[src/rtl/axi_ram_write_slave.sv]
// AXI4 write-channel slave that commits accepted beats into a word-addressed
// single-port RAM through a registered, byte-masked write port.
// One burst in flight: AW -> W beats -> B, then back to IDLE.
module axi_ram_write_slave #(
  parameter int ADDR_W     = 16,
  parameter int DATA_W     = 32,
  parameter int ID_W       = 4,
  parameter int RAM_ADDR_W = 10
) (
  input  logic                  clk,
  input  logic                  rst,
  input  logic [ID_W-1:0]       axi_aw_awid,
  input  logic [ADDR_W-1:0]     axi_aw_awaddr,
  input  logic [2:0]            axi_aw_awsize,
  input  logic [7:0]            axi_aw_awlen,
  input  logic [1:0]            axi_aw_awburst,
  input  logic                  axi_aw_awvalid,
  output logic                  axi_aw_awready,
  input  logic [DATA_W-1:0]     axi_w_wdata,
  input  logic [DATA_W/8-1:0]   axi_w_wstrb,
  input  logic                  axi_w_wlast,
  input  logic                  axi_w_wvalid,
  output logic                  axi_w_wready,
  output logic [2:0]            axi_b_bresp,
  output logic [ID_W-1:0]       axi_b_bid,
  output logic                  axi_b_bvalid,
  input  logic                  axi_b_bready,
  output logic                  ram_wr_en,
  output logic [RAM_ADDR_W-1:0] ram_wr_addr,
  output logic [DATA_W-1:0]     ram_wr_data,
  output logic [DATA_W/8-1:0]   ram_wr_mask
);

  localparam int WA_W   = ADDR_W - 2;
  localparam int STRB_W = DATA_W / 8;

  localparam logic [1:0] RESP_OKAY   = 2'd0;
  localparam logic [1:0] RESP_SLVERR = 2'd2;
  localparam logic [1:0] RESP_DECERR = 2'd3;
  localparam logic [1:0] BURST_INCR  = 2'd1;

  typedef enum logic [1:0] {
    IDLE = 2'd0,
    DATA = 2'd1,
    RESP = 2'd2
  } state_t;

  state_t                  state_r;
  logic [ID_W-1:0]         id_r;
  logic [7:0]              len_r;
  logic [1:0]              burst_r;
  logic [WA_W-1:0]         waddr_r;
  logic [8:0]              beat_r;
  logic [1:0]              err_r;
  logic                    awready_r;
  logic                    wready_r;
  logic                    bvalid_r;
  logic                    ram_wr_en_r;
  logic [RAM_ADDR_W-1:0]   ram_wr_addr_r;
  logic [DATA_W-1:0]       ram_wr_data_r;
  logic [STRB_W-1:0]       ram_wr_mask_r;

  logic                    w_hs_s;
  logic                    in_range_s;
  logic                    last_beat_s;
  logic                    write_ok_s;
  logic [1:0]              err_next_s;

  assign w_hs_s      = wready_r & axi_w_wvalid;
  // Word address fits the RAM only when every bit above RAM_ADDR_W is clear.
  assign in_range_s  = ((waddr_r >> RAM_ADDR_W) == {WA_W{1'b0}});
  assign last_beat_s = (beat_r == {1'b0, len_r});
  // The write decision uses the error state accumulated before this beat.
  assign write_ok_s  = (err_r != RESP_SLVERR) && in_range_s;

  // Error after the current beat: decode error for out-of-range beats, slave error for wlast mismatch (wins).
  always_comb begin
    err_next_s = err_r;
    if ((err_r != RESP_SLVERR) && !in_range_s) begin
      err_next_s = RESP_DECERR;
    end else begin
      err_next_s = err_r;
    end
    if (axi_w_wlast != last_beat_s) begin
      err_next_s = RESP_SLVERR;
    end else begin
      err_next_s = err_next_s;
    end
  end

  // Burst FSM with registered handshake outputs and registered RAM write port.
  always_ff @(posedge clk or posedge rst) begin
    if (rst) begin
      state_r       <= IDLE;
      id_r          <= {ID_W{1'b0}};
      len_r         <= 8'd0;
      burst_r       <= 2'd0;
      waddr_r       <= {WA_W{1'b0}};
      beat_r        <= 9'd0;
      err_r         <= RESP_OKAY;
      awready_r     <= 1'b0;
      wready_r      <= 1'b0;
      bvalid_r      <= 1'b0;
      ram_wr_en_r   <= 1'b0;
      ram_wr_addr_r <= {RAM_ADDR_W{1'b0}};
      ram_wr_data_r <= {DATA_W{1'b0}};
      ram_wr_mask_r <= {STRB_W{1'b0}};
    end else begin
      ram_wr_en_r <= 1'b0;
      case (state_r)
        IDLE: begin
          if (awready_r && axi_aw_awvalid) begin
            id_r      <= axi_aw_awid;
            len_r     <= axi_aw_awlen;
            burst_r   <= axi_aw_awburst;
            waddr_r   <= axi_aw_awaddr[ADDR_W-1:2];
            beat_r    <= 9'd0;
            err_r     <= ((axi_aw_awsize != 3'd2) || (axi_aw_awburst > 2'd1)) ? RESP_SLVERR : RESP_OKAY;
            awready_r <= 1'b0;
            wready_r  <= 1'b1;
            state_r   <= DATA;
          end else begin
            awready_r <= 1'b1;
          end
        end
        DATA: begin
          if (w_hs_s) begin
            beat_r <= beat_r + 9'd1;
            err_r  <= err_next_s;
            if (write_ok_s) begin
              ram_wr_en_r   <= 1'b1;
              ram_wr_addr_r <= waddr_r[RAM_ADDR_W-1:0];
              ram_wr_data_r <= axi_w_wdata;
              ram_wr_mask_r <= axi_w_wstrb;
            end
            if (burst_r == BURST_INCR) begin
              waddr_r <= waddr_r + WA_W'(1);
            end
            if (last_beat_s) begin
              wready_r <= 1'b0;
              bvalid_r <= 1'b1;
              state_r  <= RESP;
            end
          end
        end
        RESP: begin
          if (bvalid_r && axi_b_bready) begin
            bvalid_r  <= 1'b0;
            awready_r <= 1'b1;
            state_r   <= IDLE;
          end
        end
        default: begin
          awready_r <= 1'b0;
          wready_r  <= 1'b0;
          bvalid_r  <= 1'b0;
          state_r   <= IDLE;
        end
      endcase
    end
  end

  assign axi_aw_awready = awready_r;
  assign axi_w_wready   = wready_r;
  assign axi_b_bvalid   = bvalid_r;
  assign axi_b_bresp    = {1'b0, err_r};
  assign axi_b_bid      = id_r;
  assign ram_wr_en      = ram_wr_en_r;
  assign ram_wr_addr    = ram_wr_addr_r;
  assign ram_wr_data    = ram_wr_data_r;
  assign ram_wr_mask    = ram_wr_mask_r;

endmodule

[config.mk]
export PLATFORM = sky130hd
export DESIGN_NAME = axi_ram_write_slave
export DESIGN_NICKNAME = d
export VERILOG_FILES = /design/src/rtl/axi_ram_write_slave.sv
export SDC_FILE = /design/constraint.sdc
export NUM_CORES = 1
export LEC_CHECK = 0
export CORE_ASPECT_RATIO = 0.8
export CORE_MARGIN = 3
export CORE_UTILIZATION = 46
export CTS_CLUSTER_SIZE = 20
export DETAILED_ROUTE_END_ITERATION = 10
export GPL_TIMING_DRIVEN = 0
export PLACE_DENSITY = 0.8
export REMOVE_ABC_BUFFERS = 1
export SKIP_CTS_REPAIR_TIMING = 1
export SYNTH_ARGS = -nofsm -noshare
export SYNTH_HDL_FRONTEND = slang
export SYNTH_SLANG_ARGS = --single-unit
[constraint.sdc]
create_clock -name clk -period 3.6 [get_ports clk]
set_input_delay 0.9 -clock clk [delete_from_list [all_inputs] [get_ports clk]]
set_output_delay 0.9 -clock clk [all_outputs]
set_load 0.02 [all_outputs]
**After elaboration in Yosys (flattened, before gate mapping)**

Index checks and enable logic that the tools add are counted.

- Add/sub/neg operators: 2
- Multipliers: 0
- Div/mod/pow operators: 0
- Order comparisons: 1
- Eq/ne operators: 13
- Shifts and indexed selects: 0
- Mux-type cells: 32
- Bitwise gates (word level): 4
- Reduce and logical (&&, ||, !) cells: 18

Operator list:

| operator | count |
|---|---|
| 14-bit 2-to-1 mux | 3 |
| 14-bit one-hot mux with 2 select lines | 1 |
| 4-bit AND reduction | 5 |
| 2-bit 2-to-1 mux | 9 |
| 9-bit 2-to-1 mux | 2 |
| 9-bit one-hot mux with 2 select lines | 1 |
| 14-bit by 1-bit adder with 14-bit output (second input constant) | 1 |
| 14-bit logical NOT | 1 |
| 2-bit != test (second input constant) | 6 |
| 1-bit 2-to-1 mux | 11 |
| 9-bit by 1-bit adder with 9-bit output (second input constant) | 1 |
| 9-bit by 8-bit == test with 1-bit output | 1 |
| 1-bit one-hot mux with 3 select lines | 3 |
| 2-bit one-hot mux with 3 select lines | 1 |
| 3-bit AND reduction | 2 |
| 2-bit by 1-bit == test with 1-bit output (second input constant) | 2 |
| 1-bit logical AND | 4 |
| 2-bit one-hot mux with 2 select lines | 1 |
| 2-bit AND reduction | 2 |
| 3-bit by 2-bit != test with 1-bit output (second input constant) | 1 |
| 3-bit != test (second input constant) | 1 |
| 1-bit inverter | 3 |
| 2-bit == test (second input constant) | 1 |
| 2-bit by 1-bit greater-than comparator with 1-bit output (second input constant) | 1 |
| other kinds (6) | 6 |

- Register bits after elaboration: 91
- Bits in latches: 0
- RAM bits: 0
- ROM bits: 0
- Bits of input ports: 75
- Output and inout port bits: 57
- Logic and storage cells: 84
- Memories kept: 0

**Logic depth before layout (Yosys ltp)**

Gate-level depths: netlist of run 1.

- Depth after elaboration: 7
- Gate-level depth with buffers: 7
- Mapped depth without buffers: 6

**Least setup slack after synthesis of run 1**

Ideal clock, no wire load.

- Path type: input to register
- Start point: in axi_aw_awvalid
- End point: reg burst_r[1]
- Setup time: 0.125 ns
- Arrival: 2.144 ns
- Data required time: 3.475 ns
- Setup slack: 1.331 ns
- Stages on the path: 5
- Buffers on the path: 1
- Path through: nand3b_1 -> a21o_1 -> nor2_1 -> buf_2 -> mux2_2

- Longest elaborated chain between the ends: 2

RTL lines:

| item | RTL line | RTL |
|---|---|---|
| start, declared | 17 | `input logic axi_aw_awvalid,` |
| 1-bit logical AND | 112 | `if (awready_r && axi_aw_awvalid) begin` |
| 2-bit AND reduction (no source line) | -- |  |
| end signal, assigned | 115 | `burst_r <= axi_aw_awburst;` |
| end, declared | 51 | `logic [1:0] burst_r;` |

No other way between the ends.
A chain may end at the register's enable or synchronous reset.

**Final worst setup path of run 1**

- Start point: reg state_r[0]
- End point: reg ram_wr_data_r[15] (netlist: ram_wr_data[15])

- Longest elaborated chain between the ends: 2

RTL lines:

| item | RTL line | RTL |
|---|---|---|
| start, declared | 48 | `state_t state_r;` |
| start signal, assigned | 94 | `state_r <= IDLE;` |
| start signal, assigned | 121 | `state_r <= DATA;` |
| start signal, assigned | 142 | `state_r <= RESP;` |
| 2-bit by 1-bit == test with 1-bit output | 110 | `case (state_r)` |
| 3-bit AND reduction (no source line) | -- |  |
| end signal, assigned | 106 | `ram_wr_data_r <= {DATA_W{1'b0}};` |
| end signal, assigned | 133 | `ram_wr_data_r <= axi_w_wdata;` |
| end, declared | 60 | `logic [DATA_W-1:0] ram_wr_data_r;` |

No other way between the ends.

==> qor.yml, run 1 <==
outcome:
  status: "completed"
clock_network:
  numCtsBuffers: 9
  clk_latency_ps: 350
  cts_root_buffer: "clkbuf_8"
  cts_tree: "done"
  clkSinkCount: 91
  clkSlewWorstSetupHoldPaths_ps: 90
  htree_levels: 3
  cts_buffer_depth: 2
flow_run:
  max-cap-violations: 0
floorplan:
  dieArea_um2: 9870
  fp.dieH_um: 89.46
  start_util_pct: 48.84
  row_count: 29
  pin_count: 132
  coreArea_um2: 8200
  die_w_um: 110.3
yosys:
  synth_edf_count: 0
  yosysTopAreaCell: "dfrtp_1"
  synth_ff_type: "dfrtp_1"
  avgSynthCellArea_um2: 12.03
  synthArstFlopShare_pct: 100.0
  seq_area_frac_synth_pct: 56.86
  synth_top_area_share_pct: 56.86
  netlist_area_um2: 4005
  yosysWarnings: 0
  synth.distinct_cells: 41
  ys_seq_elements: 91
  synth.area.top_cells: "dfrtp_1 57%, mux2_1 11%, mux2_2 5.3%, a21oi_1 3.2%, nand2_1 2.4%"
  netlist_instances: 333
worst_setup_path:
  path_cells: "nor2b_2 -> nand3_2 -> nor3_4 -> buf_16 -> mux2_1"
  cp.arrival_ps: 3040
  crit_type: "flip-flop to flip-flop"
  slowest_stage: "nor3_4"
  path_max_fanout: 18
  critical_path.endpoint_type: "flip-flop"
  worstPathRequired_ps: 3840
  start_kind: "flip-flop"
  cp_slowest_stage_delay_ps: 780
timing:
  rsz0062_at_grt: "false"
  hold_violations: 0
  drv_slew: 0
  whs_ps: 490.1
  worst_pin_slew_ps: 874.8
  setup_viol: 0
  max-slew-margin-rel_pct: 41.49
  max_clock_freq_mhz: 357.3
  post-route-period-util_pct: 77.75
  post-route-min-period_ps: 2799
  fin_skew_ps: 9.486
layout:
  syn_to_final_growth_pct: 40.92
  stdcell_count: 573
  final_util_pct: 68.83
  mostFrequentLayoutCell: "clkdlybuf4s50_1"
  drive_above_1_share_pct: 10.11
  multi_input_area_um2: 1612
  seqCellArea_um2: 2277
  antenna_cells: 0
  layout_common_cells: "128 x clkdlybuf4s50_1, 91 x dfrtp_1, 40 x mux2_1"
  fillers: 612
  final_nets: 538
routing:
  post_drt_wl_per_cell_um: 16.45
  initialDrtViolationCount: 95
  postRouteAntennaNets: 0
  first_pass_iters: 4
  drc: 0
  wirelength_um: 9424
  route.vias.total: 2970
  routed_via_density: 5.183
grt:
  top_usage_layer: "met2"
  grt_max_degree: 57
  grt_overflow: 0
  use_met1_pct: 24.85
  grt_antenna_before_repair: 0
  use_met3_pct: 7.076
  grt_util_met2_pct: 32.32
  grt_use_total_pct: 19.54
  grt_pass1_vias: 2936
  grt_pass1_wl_um: 14700
placement:
  portBuffers: 128
  place_inst: 558
  dp_hpwl_um: 6991
  place_congestion: 0.8317
pwr:
  peakVddDrop_mv: 0.1810
  total_power_mw: 1.803
  leakagePower_nw: 2.583
  power.density_nw_per_um2: 319.5
hold_path:
  hp-class: "flip-flop to flip-flop"
==> worst max-delay path: cells and delay by family (launching register included) <==
kind / cells / cell delay (ps)
flip-flops: 1 / 500
AND/OR/NAND/NOR: 3 / 1570
multiplexers: 1 / 350
buffers and inverters: 1 / 240
==> synthesized netlist by cell type (3+ instances only) <==
master	n
inv_1	6
clkbuf_1	7
xnor2_1	10
and4_1	3
buf_6	4
nand3_1	9
o22ai_1	7
nand2_1	26
dfrtp_1	91
nor3_1	4
nand2b_1	3
nand4_1	4
a31oi_1	3
xor2_1	6
buf_2	4
and3_1	3
mux2_1	40
a21oi_1	26
mux2_2	19
a2bb2oi_1	3
o21ai_0	17
nor2_1	16
==> final cells by class <==
cell class | count | share of cell area (%)
Sequential cell | 91 | 40.35
Multi-Input combinational cell | 220 | 28.55
Timing Repair Buffer | 133 | 24.92
Inverter | 6 | 0.4434
Tap cell | 108 | 2.394
Clock inverter | 6 | 1.153
Clock buffer | 9 | 2.195
==> state kept, by name, indices dropped and copies added, names as in the netlist <==
register        count
beat_r              9
ram_wr_en           1
axi_aw_awready      1
err_r               2
axi_b_bid           4
len_r               8
ram_wr_data        32
ram_wr_addr        10
waddr_r            14
ram_wr_mask         4
state_r             2
axi_b_bvalid        1
burst_r             2
axi_w_wready        1
==> through the flow <==
stage / setup WS [ps] / TNS [ps] / instance area (um^2)
floorplan: 4.403 / 0 / 3906
global placement: -1062 / -140590 / 5323
detailed placement: 457.9 / 0 / 5455
CTS: 754.4 / 0 / 5644
global route: 569.8 / 0 / 5644
finish: 801.0 / 0 / 5644
==> worst paths after layout <==
kind | slack, ps | to | from | depth (start not counted)
max in group asynchronous | 2070 | waddr_r[6] | rst | 3
worst max register to register | 800 | ram_wr_data[15] | state_r[0] | 5
worst max-delay path | 800 | ram_wr_data[15] | state_r[0] | 5
worst min-delay path | 490 | ram_wr_addr[0] | ram_wr_addr[0] | 1
worst min register to register | 490 | ram_wr_addr[0] | ram_wr_addr[0] | 1
min in group asynchronous | 900 | ram_wr_data[22] | rst | 2
==> routing by layer <==
layer / up-vias / share of wire, % / wire length (um)
met5: - / 0 / 0
met4: 0 / 0.53 / 50
met3: 6 / 9.4 / 889
met2: 106 / 46 / 4358
met1: 1420 / 44 / 4125
li1: 1438 / - / -
==> cells by family (layout without fill, tap and decap cells) <==
logic type / Yosys count / after routing / share of synthesized area, %
and+or+nand+nor: 79 / 79 / 10.12
muxes: 61 / 61 / 17.09
other: 1 / 1 / 0.09363
AOI/OAI and AO/OA: 61 / 61 / 8.685
adders and majority gates: 2 / 2 / 0.6247
buffers and inverters: 22 / 154 / 3.030
DFF: 91 / 91 / 56.86
xor gates and xnor gates: 16 / 16 / 3.499
==> power by group <==
group          internal (mW)  switching, mW  leakage [nW]
clock network          0.320          0.357        0.0959
registers               1.02              0          1.26
logic                 0.0721         0.0335          1.23
(Power assumes the default switching activity.)
==> run 2, diff against run 1 <==
- clock period: 3.6 -> 2.6 ns (I/O delays scaled with it)
==> qor.yml, run 2 (synthesis gave the netlist of run 1 again) <==
outcome:
  status: "completed"
timing:
  fin_skew_ps: 11.21
  fin_setup_tns_ps: 0
  hold_violations: 0
  post-route-period-util_pct: 94.89
  drv_slew: 0
  post-route-min-period_ps: 2467
  setup_viol: 0
  worst_pin_slew_ps: 672.8
  max-slew-margin-rel_pct: 55.15
  max_clock_freq_mhz: 405.3
  rsz0062_at_grt: "false"
worst_setup_path:
  path_max_fanout: 20
  critical_path.endpoint_type: "flip-flop"
  start_kind: "primary input"
  crit_type: "primary input to flip-flop"
  worstPathRequired_ps: 2870
  cp.arrival_ps: 2740
clock_network:
  clk_latency_ps: 350
  clkSinkCount: 91
  cts_buffer_depth: 2
  clkSlewWorstSetupHoldPaths_ps: 80
  htree_levels: 3
  cts_tree: "done"
  cts_root_buffer: "clkbuf_8"
  numCtsBuffers: 9
grt:
  grt_pass1_vias: 2936
  grt_overflow: 0
  grt_pass1_wl_um: 14700
  grt_antenna_before_repair: 0
  grt_max_degree: 57
  grt_use_total_pct: 19.54
layout:
  layout_common_cells: "128 x clkdlybuf4s50_1, 91 x dfrtp_1, 40 x mux2_1"
  final_nets: 540
  drive_above_1_share_pct: 10.49
  antenna_cells: 0
  mostFrequentLayoutCell: "clkdlybuf4s50_1"
  fillers: 608
  largest_reg_flops: 32
  syn_to_final_growth_pct: 41.61
routing:
  postRouteAntennaNets: 0
  initialDrtViolationCount: 116
  post_drt_wl_per_cell_um: 16.29
  routed_via_density: 5.207
  route.vias.total: 2994
  drc: 0
  wirelength_um: 9368
  first_pass_iters: 4
pwr:
  total_power_mw: 2.494
  power.density_nw_per_um2: 439.7
  leakagePower_nw: 2.596
  peakVddDrop_mv: 0.2505
floorplan:
  fp.dieH_um: 89.46
  pin_count: 132
  start_util_pct: 48.84
  row_count: 29
  coreArea_um2: 8200
  dieArea_um2: 9870
  die_w_um: 110.3
placement:
  place_congestion: 0.8317
  portBuffers: 128
  dp_hpwl_um: 6991
hold_path:
  hp-class: "flip-flop to flip-flop"
flow_run:
  max-cap-violations: 0
[run 2: through the flow]
stage | cells | area [um^2] | worst slack, ps | hold WS, ps | utilization, %
2_1_floorplan | 317 | 3906 | -995.6 | 475.2 | -
3_3_place_gp | 553 | 5323 | -2062 | 466.0 | 64.91
5_1_grt | 575 | 5672 | 5.636 | 503.8 | 69.16
4_1_cts | 573 | 5644 | -245.6 | 494.9 | 68.83
3_5_place_dp | 558 | 5455 | -292.1 | 473.7 | 66.52
6_report | 575 | 5672 | 132.9 | 490.1 | 69.16
[run 2: layer usage]
metal | vias to the layer above | wire [um] | global-route usage [%]
li1 | 1438 | - | -
met3 | 6 | 894 | 7.076
met2 | 114 | 4379 | 32.32
met5 | - | 0 | 0
met1 | 1436 | 4040 | 24.85
met4 | 0 | 53 | 4.362
[run 2: power by group]
part	switching, mW	leakage (nW)	internal (mW)	total (mW)
clock	0.491	0.0959	0.443	0.934
combinational	0.0462	1.24	0.0999	0.146
sequential	0	1.26	1.41	1.41
total	0.537	2.60	1.96	2.49
[run 2: final timing paths]
| check | startpoint | endpoint | slack [ps] | cells past startpoint |
|---|---|---|---|---|
| worst max register to register | state_r[0] | ram_wr_data[26] | 250 | 6 |
| worst min register to register | ram_wr_addr[0] | ram_wr_addr[0] | 490 | 1 |
| worst max-delay path | axi_w_wvalid | waddr_r[0] | 130 | 6 |
| worst min-delay path | ram_wr_addr[0] | ram_wr_addr[0] | 490 | 1 |
| min in group asynchronous | rst | ram_wr_data[22] | 660 | 2 |
| max in group asynchronous | rst | waddr_r[6] | 1320 | 3 |
[run 2: worst max-delay path, stage by stage]
cell	delay (ps)
clkdlybuf4s50_1	520
nand3_1	110
a21oi_1	460
and2_1	650
o21ai_0	180
mux2i_1	160
[run 2: area by class of cell]
| class | instances | area (um^2) | share of cell area, % |
|---|---|---|---|
| inverters | 6 | 25.02 | 0.4412 |
| clock inverters | 6 | 65.06 | 1.147 |
| flip-flops and latches | 91 | 2277 | 40.15 |
| clock buffers | 9 | 123.9 | 2.184 |
| repair buffers | 135 | 1434 | 25.28 |
| well taps | 108 | 135.1 | 2.383 |
| multi-input cells | 220 | 1612 | 28.41 |
==> run 3, diff against run 2 <==
- CELL_PAD_IN_SITES_DETAIL_PLACEMENT: default -> 0
- CELL_PAD_IN_SITES_GLOBAL_PLACEMENT: default -> 1
- CORE_ASPECT_RATIO: 0.8 -> default
- CORE_UTILIZATION: 46 -> 35
- GPL_TIMING_DRIVEN: 0 -> default
- PLACE_DENSITY: 0.8 -> default
- PLACE_DENSITY_LB_ADDON: default -> 0.1
==> qor.yml, run 3 (synthesis gave the netlist of run 1 again) <==
layout:
  mostFrequentLayoutCell: "clkdlybuf4s50_1"
  final_util_pct: 52.72
  final_nets: 548
  antenna_cells: 0
  drive_above_1_share_pct: 12.18
  largest_reg_flops: 32
  syn_to_final_growth_pct: 45.20
  layout_common_cells: "128 x clkdlybuf4s50_1, 91 x dfrtp_1, 40 x mux2_1"
pwr:
  leakagePower_nw: 2.649
  power.internal_mw: 2.177
  total_power_mw: 2.795
  seqPwrFrac_pct: 50.6
  switchingPower_mw: 0.6180
  peakVddDrop_mv: 0.2564
  switching_share_pct: 22.11
  p_clk_share_pct: 44.1
  combPwrFrac_pct: 5.3
  power.density_nw_per_um2: 480.7
grt:
  use_met3_pct: 3.529
  grt_antenna_before_repair: 0
  grt_overflow: 0
  grt_pass1_wl_um: 15610
  grt_max_degree: 47
  use_met1_pct: 20.42
  grt_util_met2_pct: 24.61
  top_usage_layer: "met2"
  grt_use_total_pct: 15.29
  grt_pass1_vias: 3079
worst_setup_path:
  slowest_stage: "clkdlybuf4s50_1"
  start_kind: "flip-flop"
  cp_slowest_stage_delay_ps: 630
  worstRegToRegCells: 4
  reg2reg_from: "waddr_r[10]"
  cp_top_family: "buffers and inverters"
  r2r_slack_ps: 570
  r2r-end: "ram_wr_data[23]"
  path_cells: "clkdlybuf4s50_1"
  critical_path.endpoint_type: "primary output"
  crit_type: "flip-flop to primary output"
  cp_num_buf_inv: 1
  path_max_fanout: 5
  crit_start: "axi_w_wready"
  cp.depth: 1
  worstPathRequired_ps: 1950
  cp.arrival_ps: 1390
floorplan:
  dieArea_um2: 12760
  start_util_pct: 36.31
  die_w_um: 113.0
  pin_count: 132
  fp.dieH_um: 113.0
  coreArea_um2: 11030
  row_count: 38
routing:
  wirelength_um: 9362
  initialDrtViolationCount: 93
  route.vias.total: 2979
  routed_via_density: 4.836
  first_pass_iters: 4
  drc: 0
  postRouteAntennaNets: 0
  post_drt_wl_per_cell_um: 15.20
clock_network:
  cts_root_buffer: "clkbuf_16"
  cts_buffer_depth: 2
  clkSlewWorstSetupHoldPaths_ps: 70
  cts_tree: "done"
  numCtsBuffers: 9
  clkSinkCount: 91
  clk_latency_ps: 340
  htree_levels: 3
hold_path:
  hold_path_depth: 1
  hp-start: "ram_wr_data[4]"
  whs_endpoint: "ram_wr_data[4]"
  hp-class: "flip-flop to flip-flop"
placement:
  dp_hpwl_um: 6854
  portBuffers: 128
  place_congestion: 0.7883
timing:
  post-route-period-util_pct: 78.32
  fin_skew_ps: 5.099
  post-route-min-period_ps: 2036
  rsz0062_at_grt: "false"
  drv_slew: 0
  max_clock_freq_mhz: 491.1
  hold_violations: 0
  setup_viol: 0
flow_run:
  max-cap-violations: 0
outcome:
  status: "completed"
## run 3: layer usage
layer | up-vias | wire, um
met5 | - | 0
met4 | 0 | 140
met3 | 12 | 465
met2 | 86 | 4447
met1 | 1423 | 4309
li1 | 1458 | -
## run 3: through the flow
stage | worst slack [ps] | instance area, um^2 | TNS [ps] | hold slack (ps) | cells
after floorplan | -995.6 | 3906 | -82720 | 475.2 | 317
after global placement | 260.4 | 5532 | 0 | 467.9 | 600
after detailed placement | 239.3 | 5532 | 0 | 473.8 | 600
after CTS | 545.9 | 5816 | 0 | 490.5 | 616
after global routing | 487.2 | 5816 | 0 | 504.2 | 616
final | 563.7 | 5816 | 0 | 486.1 | 616
## run 3: worst max path at each step
stage                                 end
after floorplan            ram_wr_addr[3]
after global placement     ram_wr_addr[3]
after detailed placement  ram_wr_data[23]
after CTS                 ram_wr_data[23]
after global routing         axi_w_wready
final                        axi_w_wready
## run 3: power groups by stage
stage                     combinational, mW  clock (mW)  sequential (mW)
after floorplan                      0.0239           0             1.44
after global placement                0.150           0             1.44
after detailed placement              0.151           0             1.44
after CTS                             0.152        1.29             1.41
after global routing                  0.161        1.34             1.41
final                                 0.148        1.23             1.42
## run 3: area by class of cell
cell class	instances	area, um^2
multi-input cells	220	1612
clock buffers	9	225.2
well taps	140	175.2
inverters	6	23.77
clock inverters	7	58.81
repair buffers	143	1444
fillers	1058	5215
flip-flops and latches	91	2277
